--- config.mk ---
export PLATFORM = sky130hd
export DESIGN_NAME = serial_cmd_processor_p_flat
export DESIGN_NICKNAME = d
export VERILOG_FILES = /design/src/rtl/serial_cmd_processor_p_if.sv /design/src/rtl/serial_cmd_processor_p.sv /design/src/flat_wrapper.sv
export SDC_FILE = /design/constraint.sdc
export NUM_CORES = 1
export LEC_CHECK = 0
export BUFFER_PORTS_ARGS = -buffer_cell sky130_fd_sc_hd__buf_2
export CORE_ASPECT_RATIO = 1.75
export CORE_MARGIN = 5
export CORE_UTILIZATION = 47
export CTS_CLUSTER_DIAMETER = 150
export DETAILED_ROUTE_END_ITERATION = 10
export PLACE_DENSITY = 0.69
export SYNTH_ARGS = -nofsm -noshare
export SYNTH_HDL_FRONTEND = slang
export SYNTH_SLANG_ARGS = --single-unit
--- constraint.sdc ---
create_clock -name clk -period 6.8 [get_ports clk]
set_input_delay 0.34 -clock clk [delete_from_list [all_inputs] [get_ports clk]]
set_output_delay 0.34 -clock clk [all_outputs]
set_load 0.02 [all_outputs]
--- src/rtl/serial_cmd_processor_p_if.sv ---
// Byte-level handshake between the UART (master) and the serial command processor (slave).
interface serial_cmd_processor_p_if;
   logic       rxReady;
   logic [7:0] rxData;
   logic       txBusy;
   logic       txStart;
   logic [7:0] txData;

   modport master (output rxReady, output rxData, output txBusy,
                   input txStart, input txData);
   modport slave  (input rxReady, input rxData, input txBusy,
                   output txStart, output txData);
endinterface

--- src/rtl/serial_cmd_processor_p.sv ---
// Serial command decoder: opcode plus arguments from the UART drive a config register file,
// PLL reconfiguration requests, or a frozen histogram snapshot streamed back over tx.
module serial_cmd_processor_p #(
   parameter int              NHIST      = 8,
   parameter int              HWIDTH     = 32,
   parameter int              NREG       = 8,
   parameter logic [NREG*8-1:0] REG_INIT = 64'h0000_0000_F00F_090A,
   parameter logic [7:0]      FW_VERSION = 8'd14,
   parameter int              TIMEOUT    = 1000000
) (
   input  logic                    clk,
   input  logic                    reset,
   serial_cmd_processor_p_if.slave uart,
   input  logic [NHIST*HWIDTH-1:0] h,
   output logic                    resethist,
   output logic [NREG*8-1:0]       regs,
   output logic                    enable_outputs,
   output logic                    pll_clk_src,
   output logic [7:0]              pll_clk_phase,
   output logic                    updatepll,
   output logic                    cmd_error
);

   localparam int NBYTES = NHIST * HWIDTH / 8;
   localparam int WBYTES = HWIDTH / 8;
   localparam int IDX_W  = $clog2(NBYTES + 1);
   localparam int TCNT_W = $clog2(TIMEOUT + 1);

   typedef enum logic [2:0] {
      S_IDLE, S_ARGS, S_EXEC, S_TXLOAD, S_TXHOLD, S_PLLUPD
   } state_t;

   state_t                  state;
   logic [7:0]              opcode;
   logic [7:0]              arg0;
   logic [7:0]              arg1;
   logic [1:0]              need;
   logic                    arg_idx;
   logic [TCNT_W-1:0]       tcnt;
   logic [NHIST*HWIDTH-1:0] tx_buf;
   logic [IDX_W-1:0]        idx;
   logic [IDX_W-1:0]        len;

   function automatic logic [1:0] arg_count(input logic [7:0] op);
      case (op)
         8'd1:                arg_count = 2'd2;
         8'd2, 8'd5, 8'd11:   arg_count = 2'd1;
         default:             arg_count = 2'd0;
      endcase
   endfunction

   // NOTE: every register here is assigned with <= so all reads within a cycle see the
   // pre-edge values, independent of statement order.
   always_ff @(posedge clk) begin
      // NOTE: pulse outputs default low each cycle and are raised only where a state asks
      // for them, which is what makes them exactly one cycle wide.
      uart.txStart <= 1'b0;
      resethist    <= 1'b0;
      updatepll    <= 1'b0;
      cmd_error    <= 1'b0;

      if (reset) begin
         // NOTE: the register file is a handful of flops, not a RAM, so it takes a reset value.
         regs           <= REG_INIT;
         uart.txData    <= 8'd0;
         enable_outputs <= 1'b0;
         pll_clk_src    <= 1'b0;
         pll_clk_phase  <= 8'd0;
         state          <= S_IDLE;
         opcode         <= 8'd0;
         arg0           <= 8'd0;
         arg1           <= 8'd0;
         need           <= 2'd0;
         arg_idx        <= 1'b0;
         tcnt           <= '0;
         tx_buf         <= '0;
         idx            <= '0;
         len            <= '0;
      end else begin
         case (state)
            S_IDLE: begin
               if (uart.rxReady) begin
                  opcode  <= uart.rxData;
                  need    <= arg_count(uart.rxData);
                  arg_idx <= 1'b0;
                  tcnt    <= '0;
                  state   <= (arg_count(uart.rxData) == 2'd0) ? S_EXEC : S_ARGS;
               end
            end

            S_ARGS: begin
               if (uart.rxReady) begin
                  if (!arg_idx) arg0 <= uart.rxData;
                  else          arg1 <= uart.rxData;
                  tcnt <= '0;
                  if ({1'b0, arg_idx} == need - 2'd1) state   <= S_EXEC;
                  else                                arg_idx <= 1'b1;
               end else if (tcnt == TCNT_W'(TIMEOUT - 1)) begin
                  cmd_error <= 1'b1;
                  state     <= S_IDLE;
               end else begin
                  tcnt <= tcnt + 1'b1;
               end
            end

            S_EXEC: begin
               idx   <= '0;
               state <= S_IDLE;
               case (opcode)
                  8'd0: begin
                     tx_buf[7:0] <= FW_VERSION;
                     len         <= IDX_W'(1);
                     state       <= S_TXLOAD;
                  end
                  8'd1: begin
                     if (int'(arg0) < NREG) regs[int'(arg0)*8 +: 8] <= arg1;
                     else                   cmd_error <= 1'b1;
                  end
                  8'd2: begin
                     if (int'(arg0) < NREG) begin
                        tx_buf[7:0] <= regs[int'(arg0)*8 +: 8];
                        len         <= IDX_W'(1);
                        state       <= S_TXLOAD;
                     end else begin
                        cmd_error <= 1'b1;
                     end
                  end
                  8'd3: enable_outputs <= ~enable_outputs;
                  8'd4: begin
                     pll_clk_src <= ~pll_clk_src;
                     updatepll   <= 1'b1;
                     state       <= S_PLLUPD;
                  end
                  8'd5: begin
                     pll_clk_phase <= arg0;
                     updatepll     <= 1'b1;
                     state         <= S_PLLUPD;
                  end
                  8'd10: begin
                     tx_buf    <= h;
                     len       <= IDX_W'(NBYTES);
                     resethist <= 1'b1;
                     state     <= S_TXLOAD;
                  end
                  8'd11: begin
                     if (int'(arg0) < NHIST) begin
                        tx_buf[HWIDTH-1:0] <= h[int'(arg0)*HWIDTH +: HWIDTH];
                        len                <= IDX_W'(WBYTES);
                        state              <= S_TXLOAD;
                     end else begin
                        cmd_error <= 1'b1;
                     end
                  end
                  8'd13: begin
                     pll_clk_phase <= 8'd0;
                     pll_clk_src   <= 1'b0;
                     updatepll     <= 1'b1;
                     state         <= S_PLLUPD;
                  end
                  default: cmd_error <= 1'b1;
               endcase
            end

            // updatepll was raised on the way in; this state only spaces it from the next command
            S_PLLUPD: state <= S_IDLE;

            S_TXLOAD: begin
               if (!uart.txBusy) begin
                  uart.txData  <= tx_buf[int'(idx)*8 +: 8];
                  uart.txStart <= 1'b1;
                  state        <= S_TXHOLD;
               end
            end

            S_TXHOLD: begin
               if (int'(idx) + 1 < int'(len)) begin
                  idx   <= idx + 1'b1;
                  state <= S_TXLOAD;
               end else begin
                  state <= S_IDLE;
               end
            end

            default: state <= S_IDLE;
         endcase
      end
   end

endmodule

--- src/flat_wrapper.sv ---
// flat-port wrapper written by rule: the top's interface ports become plain ports
module serial_cmd_processor_p_flat 
#(
   parameter int              NHIST      = 8,
   parameter int              HWIDTH     = 32,
   parameter int              NREG       = 8,
   parameter logic [NREG*8-1:0] REG_INIT = 64'h0000_0000_F00F_090A,
   parameter logic [7:0]      FW_VERSION = 8'd14,
   parameter int              TIMEOUT    = 1000000
)
  (clk, reset, h, resethist, regs, enable_outputs, pll_clk_src, pll_clk_phase, updatepll, cmd_error, uart_rxReady, uart_rxData, uart_txBusy, uart_txStart, uart_txData);
  serial_cmd_processor_p_if uart_i ();
  input  logic clk;
  input  logic reset;
  input  logic [NHIST*HWIDTH-1:0] h;
  output logic resethist;
  output logic [NREG*8-1:0] regs;
  output logic enable_outputs;
  output logic pll_clk_src;
  output logic [7:0] pll_clk_phase;
  output logic updatepll;
  output logic cmd_error;
  input wire logic [$bits(uart_i.rxReady)-1:0] uart_rxReady;
  input wire logic [$bits(uart_i.rxData)-1:0] uart_rxData;
  input wire logic [$bits(uart_i.txBusy)-1:0] uart_txBusy;
  output wire logic [$bits(uart_i.txStart)-1:0] uart_txStart;
  output wire logic [$bits(uart_i.txData)-1:0] uart_txData;
  assign uart_i.rxReady = uart_rxReady;
  assign uart_i.rxData = uart_rxData;
  assign uart_i.txBusy = uart_txBusy;
  assign uart_txStart = uart_i.txStart;
  assign uart_txData = uart_i.txData;
  serial_cmd_processor_p #(.NHIST(NHIST), .HWIDTH(HWIDTH), .NREG(NREG), .REG_INIT(REG_INIT), .FW_VERSION(FW_VERSION), .TIMEOUT(TIMEOUT)) u_core (.clk(clk), .reset(reset), .uart(uart_i), .h(h), .resethist(resethist), .regs(regs), .enable_outputs(enable_outputs), .pll_clk_src(pll_clk_src), .pll_clk_phase(pll_clk_phase), .updatepll(updatepll), .cmd_error(cmd_error));
endmodule
* Word-level counts from Yosys, hierarchy flattened
Cells that the tools add are included.
** Word-level totals
- Flip-flop bits (word level) :: 404
- Input bits :: 268
- Output and inout port bits :: 86
- Word-level logic and storage cells :: 141
** Operators by class
- Add/sub/neg operators :: 5
- Magnitude comparators :: 2
- Equality and inequality tests :: 28
- Shifts and indexed selects :: 5
- Multiplexer cells :: 42
- Bitwise logic cells :: 6
- Reduce and logical (&&, ||, !) cells :: 32
** Operators by type and width (number)
- variable part select 256 x 10 -> 8 bit :: 1
- variable part select 256 x 14 -> 32 bit :: 1
- bitwise mux 64 bit :: 1
- variable shift 8 x 33 -> 64 bit, first input constant :: 1
- variable part select 64 x 12 -> 8 bit :: 1
- variable part select 8 x 33 -> 64 bit :: 1
- two-way mux 20 bit :: 3
- one-hot mux 24 bit (2 select lines) :: 1
- one-hot mux 20 bit (2 select lines) :: 1
- negation 11 -> 33 bit :: 1
- equality test 8 x 4 -> 1 bit, second input constant :: 4
- < comparator 32 x 7 -> 1 bit :: 1
- two-way mux 32 bit :: 1
- one-hot mux 8 bit (4 select lines) :: 1
- equality test 8 x 2 -> 1 bit, second input constant :: 3
- equality test 8 x 3 -> 1 bit, second input constant :: 3
- one-hot mux 6 bit (4 select lines) :: 1
- adder 20 x 1 -> 20 bit, second input constant :: 1
- equality test 20 bit, second input constant :: 1
- two-way mux 6 bit :: 3
- equality test 8 x 1 -> 1 bit, second input constant :: 2
- one-hot mux 8 bit (2 select lines) :: 1
- two-way mux 3 bit :: 5
- one-hot mux 3 bit (5 select lines) :: 1
- 31 further kinds :: 80

* Logic depth before layout (Yosys ltp)
Gate-level depths: netlist (run 1).
- Word-level depth :: 10
- Depth in mapped cells :: 12
- Gate-level depth less buffers :: 9

* Worst setup path after synthesis (run 1)
No wires, ideal clock.
- Path type :: register to register
- From :: register u_core.arg0[1]
- To :: register u_core.regs[56]
- Setup time :: 123 ps
- Data arrival time :: 2903 ps
- Data required time :: 6677 ps
- Setup slack :: 3774 ps
- Cell stages (with the launch flop) :: 12
- Buffers on the path :: 4
- Period minus slack after synthesis :: 3026 ps
- Path through :: dfxtp_1 -> buf_2 -> buf_1 -> clkbuf_1 -> inv_2 -> ha_1 -> nor3b_1 -> nor3_1 -> o2111a_1 -> buf_2 -> nand3_2 -> mux2_1
** On the way
- Word-level cells in the longest chain between the ends :: 3
** Ends and longest elaborated chain
- start, declared :: RTL line serial_cmd_processor_p.sv:35 : logic [7:0] arg0;
- start signal, assigned :: RTL line serial_cmd_processor_p.sv:93 : if (!arg_idx) arg0 <= uart.rxData;
- negation 11 -> 33 bit :: RTL line serial_cmd_processor_p.sv:116 : if (int'(arg0) < NREG) regs[int'(arg0)*8 +: 8] <= arg1;
- variable part select 8 x 33 -> 64 bit or variable shift 8 x 33 -> 64 bit (tied branches) :: RTL line serial_cmd_processor_p.sv:116
- bitwise mux 64 bit :: RTL line serial_cmd_processor_p.sv:116
- end, declared :: RTL line serial_cmd_processor_p.sv:16 : output logic [NREG*8-1:0] regs,
Parallel ways exist; a longest one is shown, timed or not.
A chain may end at the register's enable or synchronous reset.

* Worst setup path after layout (run 1)
- From :: register u_core.arg0[1]
- To :: register u_core.regs[1]
The elaborated chain is that of the path after synthesis.

==> flow_summary_export.csv, run 1 <==
group,metric,value,unit
run_status,outcome,"complete, no violations",
setup_path,path_cells,"buf_4 > inv_2 > ha_1 > or3_1 > nor3_1 > o2111ai_1 > a311oi_1 > a21oi_1",
clock_network,cts_setup_buffers,0,
global_routing,grtUsageMet2,0.524,
drt,drt_first_pass_iters,5,
setup_path,endpoint_kind,"register",
global_routing,busiest_layer,"met2",
floorplanning,die-area,47200,sq um
clock_network,ctsHoldBuffers,0,
global_routing,grt_pass1_wl,112000,um
synth,synth-seq-area-share,0.399,
layout,drive_gt1_frac,0.243,
min_path,hp-start,"h[205]",
sta,tns,0,ns
placement,portBuffers,353,
layout,fin_nets,2768,
drt,drt_wl_total,75500,um
global_routing,antenna_found_initial,4,
global_routing,gr-usage-met3,0.0439,
floorplanning,dieHeight,284,um
sta,maxSlewHeadroom,0.125,
clock_network,h-tree-depth,2,
sta,hold_viol,0,
drt,via_per_inst,6.07,
power,p_per_area,221,nW/um^2
synth,syn_nets,2536,
synth,avgSynthCellArea,8.89,sq um
synth,ys_seq_elements,401,
synth,synthArstFlopShare,0,
placement,placed_cells,3013,
drt,ant_nets,0,
global_routing,grt_max_degree,225,
clock_network,ctsResizeCount,0,
floorplanning,core,42400,sq um
setup_path,worstPathRequired,7.18,ns
setup_path,rr_endpoint,"u_core.regs[1]",
sta,max_freq,246,MHz
power,leakage,8.21,nW
floorplanning,start_util,0.474,
setup_path,r2r_slack,2.73,ns
min_path,hold_class,"in2reg",
drt,first_iter_violations,1846,
drt,vias,18700,
clock_network,tritoncts,"built",
setup_path,r2r-start,"u_core.arg0[1]",
power,ir_drop,0.146,mV
floorplanning,die_w,166,um
floorplanning,rows,100,
clock_network,clk_pin_slew,0.07,ns
clock_network,insertion_delay,0.56,ns
global_routing,met1_usage,0.337,
drt,drc,0,
setup_path,r2r_cells,8,
drt,avgRoutedWirePerCell,24.5,um
setup_path,crit_type,"reg2reg",
sta,fin_crit_sh,0.598,
sta,period_needed,4.07,ns
sta,fin_worst_skew,0.0175,ns
min_path,min_path_cells,3,
global_routing,globalRouteOverflowTotal,0,
layout,stdcell_count,3084,
min_path,min_to,"u_core.tx_buf[205]",
setup_path,critPathArrivalTime,4.45,ns
clock_network,clkSinkCount,401,
floorplanning,ioPinCount,354,
power,p_total,5.15,mW
synth,synth_ff_type,"dfxtp_1",
synth,syn_inst,2262,
setup_path,cp_slowest_cell,"buf_4",
global_routing,grtUsageTotal,0.306,
setup_path,worstPathMaxFanout,50,
placement,place_congestion,0.913,
layout,area_growth,16.0,%
synth,synth_area,20100,sq um
sta,tightest_slew,1.31,ns
clock_network,root_buffer,"clkbuf_16",
sta,slew_violations,0,
setup_path,crit_path_start_kind,"register",
sta,setup_violations,0,
synth,yosys_warnings,0,
clock_network,numCtsBuffers,40,
clock_network,cts_buffer_depth,3,
synth,ys_types,65,
setup_path,critPathMaxStageDelay,0.78,ns
global_routing,first_global_vias,18200,
synth,synth_enable_flop_cells,0,
run,maxCapViolCount,0,
placement,dpl.hpwl,56600,um
sta,grt_setup_unrepaired,"false",
## per-layer routing
layer / vias to the layer above / part of all wire / routed length (um)
met5: - / 0 / 0
met4: 0 / 0.10 / 7530
met3: 241 / 0.068 / 5110
met2: 983 / 0.49 / 37100
met1: 8921 / 0.34 / 25700
li1: 8576 / - / -
## metrics by stage
stage	hold slack [ns]	util	cell area, sq um	setup WS (ns)
final	0.0302	0.550	23300	2.73
after global routing	0.0301	0.550	23300	2.50
after CTS	0.0101	0.549	23300	2.84
after detailed placement	0.441	0.520	22000	2.86
after global placement	0.434	0.520	22000	2.96
after floorplan	0.417	-	20100	3.77
## layout by cell type (no fill, tap or decap), types with 9 or more instances in the layout
cell,n
mux4_2,139
nand4_1,25
nor2b_1,28
nor2_1,110
a22oi_1,33
mux2_2,24
buf_4,16
nor3_1,40
nand3_1,41
a21oi_1,306
o21ai_0,22
or4_1,14
mux2i_1,58
clkbuf_16,41
a211oi_1,30
clkbuf_1,10
nor4b_1,9
buf_2,352
inv_1,22
a221oi_1,13
and3_1,11
o31ai_1,34
nand2b_1,45
dfxtp_1,396
nand2_1,554
## worst max-delay path by stage
stage,depth (start not counted),slack [ns],to,from
floorplan,11,3.77,u_core.regs[56],u_core.arg0[1]
global placement,8,2.96,u_core.regs[1],u_core.arg0[1]
detailed placement,8,2.86,u_core.regs[1],u_core.arg0[1]
CTS,8,2.84,u_core.regs[1],u_core.arg0[1]
global route,8,2.50,u_core.regs[3],u_core.arg0[1]
finish,8,2.73,u_core.regs[1],u_core.arg0[1]
## registers in the layout, indices dropped and copies added, names as in the netlist
| register | count |
|---|---|
| u_core.tx_buf | 256 |
| u_core.regs | 64 |
| u_core.tcnt | 20 |
| u_core.arg0 | 8 |
| u_core.arg1 | 8 |
| u_core.opcode | 8 |
| u_core.pll_clk_phase | 8 |
| u_core.uart.txData | 8 |
| u_core.idx | 6 |
| u_core.len | 3 |
| u_core.state | 3 |
| u_core.need | 2 |
| u_core.arg_idx | 1 |
| u_core.cmd_error | 1 |
| u_core.enable_outputs | 1 |
| u_core.pll_clk_src | 1 |
| u_core.resethist | 1 |
| u_core.uart.txStart | 1 |
| u_core.updatepll | 1 |
## logic make-up (layout without fill, tap and decap cells)
| group | after synthesis | count (layout) | share of synthesized area |
|---|---|---|---|
| AND/OR/NAND/NOR | 933 | 933 | 0.209 |
| AO/OA/AOI/OAI | 479 | 479 | 0.140 |
| flip-flops | 401 | 401 | 0.399 |
| multiplexers | 229 | 229 | 0.203 |
| buffers and inverters | 205 | 462 | 0.0405 |
| XOR/XNOR | 8 | 8 | 0.00349 |
| adder cells (fa/ha/maj) | 7 | 7 | 0.00423 |
| other | 0 | 4 | 0 |
## cell type report
class,count,area [sq um]
multi-input cells,1656,11300
repair buffers,371,1940
well taps,561,702
clock inverters,11,138
inverters,24,90.1
diodes,4,10.0
flip-flops and latches,401,8040
clock buffers,56,1130
fillers,3934,19100
## cells in the mapped netlist, types with 9 or more instances
cell type,n,area share
nand2_1,554,0.10
dfxtp_1,401,0.40
a21oi_1,306,0.076
mux4_2,139,0.16
clkbuf_1,128,0.024
nor2_1,110,0.021
mux2i_1,58,0.029
nand2b_1,45,0.014
nand3_1,41,0.010
nor3_1,41,0.010
buf_2,36,0.0090
o31ai_1,34,0.013
a22oi_1,33,0.012
a211oi_1,30,0.011
nor2b_1,28,0.0087
nand4_1,25,0.0078
mux2_2,24,0.013
inv_1,22,0.0041
o21ai_0,22,0.0055
buf_1,17,0.0032
or4_1,14,0.0052
a221oi_1,13,0.0057
and3_1,11,0.0034
nor4b_1,9,0.0039
## report_power, final
part / switching (mW) / leakage, nW / internal [mW]
clock: 0.973 / 0.622 / 1.24
sequential: 0.0459 / 3.24 / 2.37
combinational: 0.319 / 4.35 / 0.197
## worst max-delay path: cells and delay by family, from the launching register on
family,cells,cell delay [ns]
AO/OA/AOI/OAI,3,1.26
adder cells (fa/ha/maj),1,0.45
buffers and inverters,2,1.05
AND/OR/NAND/NOR,2,0.48
flip-flops,1,0.60
No activity file was read; power rests on OpenSTA's default activity.
==> run 2, diff against run 1 <==
--- a/config.mk
+++ b/config.mk
@@ -11,7 +11,7 @@
 export CORE_UTILIZATION = 47
 export CTS_CLUSTER_DIAMETER = 150
 export DETAILED_ROUTE_END_ITERATION = 10
-export PLACE_DENSITY = 0.69
+export PLACE_DENSITY = 0.72
 export SYNTH_ARGS = -nofsm -noshare
 export SYNTH_HDL_FRONTEND = slang
 export SYNTH_SLANG_ARGS = --single-unit
==> constraint.sdc (replaced) <==
create_clock -name clk -period 3.6 [get_ports clk]
set_input_delay 0.18 -clock clk [delete_from_list [all_inputs] [get_ports clk]]
set_output_delay 0.18 -clock clk [all_outputs]
set_load 0.02 [all_outputs]
==> flow_summary_export.csv, run 2 (synthesized netlist as in run 1, its figures left out) <==
group,metric,value,unit
run_status,outcome,"complete, no violations",
global_routing,grtUsageTotal,0.346,
clock_network,root_buffer,"clkbuf_16",
layout,top_register,"u_core.tx_buf",
drt,drc,0,
sta,tns,0,ns
drt,avgRoutedWirePerCell,25.4,um
clock_network,insertion_delay,0.57,ns
power,ir_drop,0.610,mV
floorplanning,core,42400,sq um
sta,period_needed,3.10,ns
layout,stdcell_count,3336,
drt,ant_nets,0,
clock_network,h-tree-depth,2,
sta,tightest_slew,1.48,ns
drt,drt_wl_total,84600,um
layout,largest_reg_flops,256,
clock_network,cts_buffer_depth,3,
layout,largest_registers,"u_core.tx_buf x256, u_core.regs x64, u_core.tcnt x20",
power,p_per_area,400,nW/um^2
run,maxCapViolCount,0,
sta,grt_setup_unrepaired,"false",
placement,placed_cells,3019,
placement,dpl.hpwl,58700,um
sta,setup_violations,0,
setup_path,crit_type,"reg2reg",
clock_network,cts_setup_buffers,0,
clock_network,tritoncts,"built",
layout,area_growth,29.2,%
global_routing,antenna_found_initial,3,
placement,portBuffers,353,
global_routing,first_global_vias,20200,
layout,seq_area,8040,sq um
sta,maxSlewHeadroom,0.0127,
floorplanning,rows,100,
floorplanning,ioPinCount,354,
drt,drt_first_pass_iters,6,
setup_path,crit_path_start_kind,"register",
clock_network,numCtsBuffers,40,
clock_network,clk_pin_slew,0.07,ns
min_path,hold_class,"in2reg",
sta,fin_worst_skew,0.0272,ns
floorplanning,die_w,166,um
power,leakage,9.34,nW
drt,via_per_inst,6.05,
setup_path,worstPathRequired,4.00,ns
floorplanning,die-area,47200,sq um
layout,layout_common_cells,"nand2_1, dfxtp_1, buf_2, a21oi_1, dlygate4sd3_1",
layout,fin_nets,3016,
sta,fin_crit_sh,0.862,
layout,drive_gt1_frac,0.226,
drt,first_iter_violations,2105,
layout,multi_input_area,11300,sq um
floorplanning,start_util,0.474,
sta,slew_violations,0,
setup_path,critPathArrivalTime,3.50,ns
setup_path,endpoint_kind,"register",
floorplanning,dieHeight,284,um
global_routing,grt_pass1_wl,126000,um
clock_network,clkSinkCount,401,
placement,place_congestion,0.956,
setup_path,worstPathMaxFanout,14,
layout,n_fill_cell,3528,
global_routing,globalRouteOverflowTotal,0,
setup_path,r2r_slack,0.50,ns
sta,max_freq,322,MHz
drt,vias,20200,
global_routing,grt_max_degree,249,
sta,hold_viol,0,
layout,layout_commonest_cell,"nand2_1",
-- run 2: cell count changes in the layout (fill, tap and decap cells not counted), moves of 2 or more --
cell and delta:
buf_12 +5, bufinv_16 +5, clkbuf_1 -4, clkinv_2 +2
clkinvlp_4 +2, dlygate4sd3_1 +242
-- run 2: metrics by stage --
step                      setup slack (ns)  total power, mW  hold slack [ns]  area, sq um  utilization
after floorplan                      0.574             5.16            0.257        20100            -
after global placement               0.675             5.64            0.434        22100        0.522
after detailed placement             0.611             5.66            0.440        22100        0.522
after CTS                            0.596             10.4          0.00415        26000        0.612
after global routing                 0.274             10.7           0.0500        26000        0.613
final                                0.497             10.4           0.0207        26000        0.613
-- run 2: final timing paths --
kind                                         start                 end  cells past startpoint
worst max-delay path                u_core.arg0[5]      u_core.regs[9]                      8
worst min-delay path                          h[2]    u_core.tx_buf[2]                      4
worst max register to register      u_core.arg0[5]      u_core.regs[9]                      8
worst min register to register  u_core.tx_buf[187]  u_core.tx_buf[187]                      2
-- run 2: report_power, final --
part	total [mW]	switching, mW	internal, mW
registers	4.55	0.0695	4.48
logic	1.26	0.708	0.551
clock network	4.58	1.89	2.68
total	10.4	2.67	7.72
-- run 2: layout make-up --
cell class / count / area share
repair buffers: 619 / 0.172
well taps: 561 / 0.0270
flip-flops and latches: 401 / 0.309
clock inverters: 20 / 0.0116
diodes: 3 / 0.000289
clock buffers: 52 / 0.0426
multi-input cells: 1656 / 0.434
inverters: 24 / 0.00347
-- run 2: metal layers --
layer / GRT usage / vias to the layer above / wire [um]
li1: - / 9069 / -
met1: 0.360 / 9608 / 27200
met2: 0.591 / 1137 / 41300
met3: 0.0574 / 357 / 6090
met4: 0.317 / 0 / 10000
met5: 0 / - / 0
-- run 2: timing repair --
item / in CTS / in global routing
resized for setup: 0 / 0
endpoints found under the hold margin: 262 / 0
hold buffers: 242 / 0
-- run 2: critical path, cell delays in order (launching register included) --
cell       delay (ns)
dfxtp_1          0.34
or4_1            0.55
nor2_1           0.13
ha_1             0.24
nand2b_1         0.15
a21oi_1          0.28
o2111ai_1        0.63
o31ai_1          0.50
a21oi_1          0.11
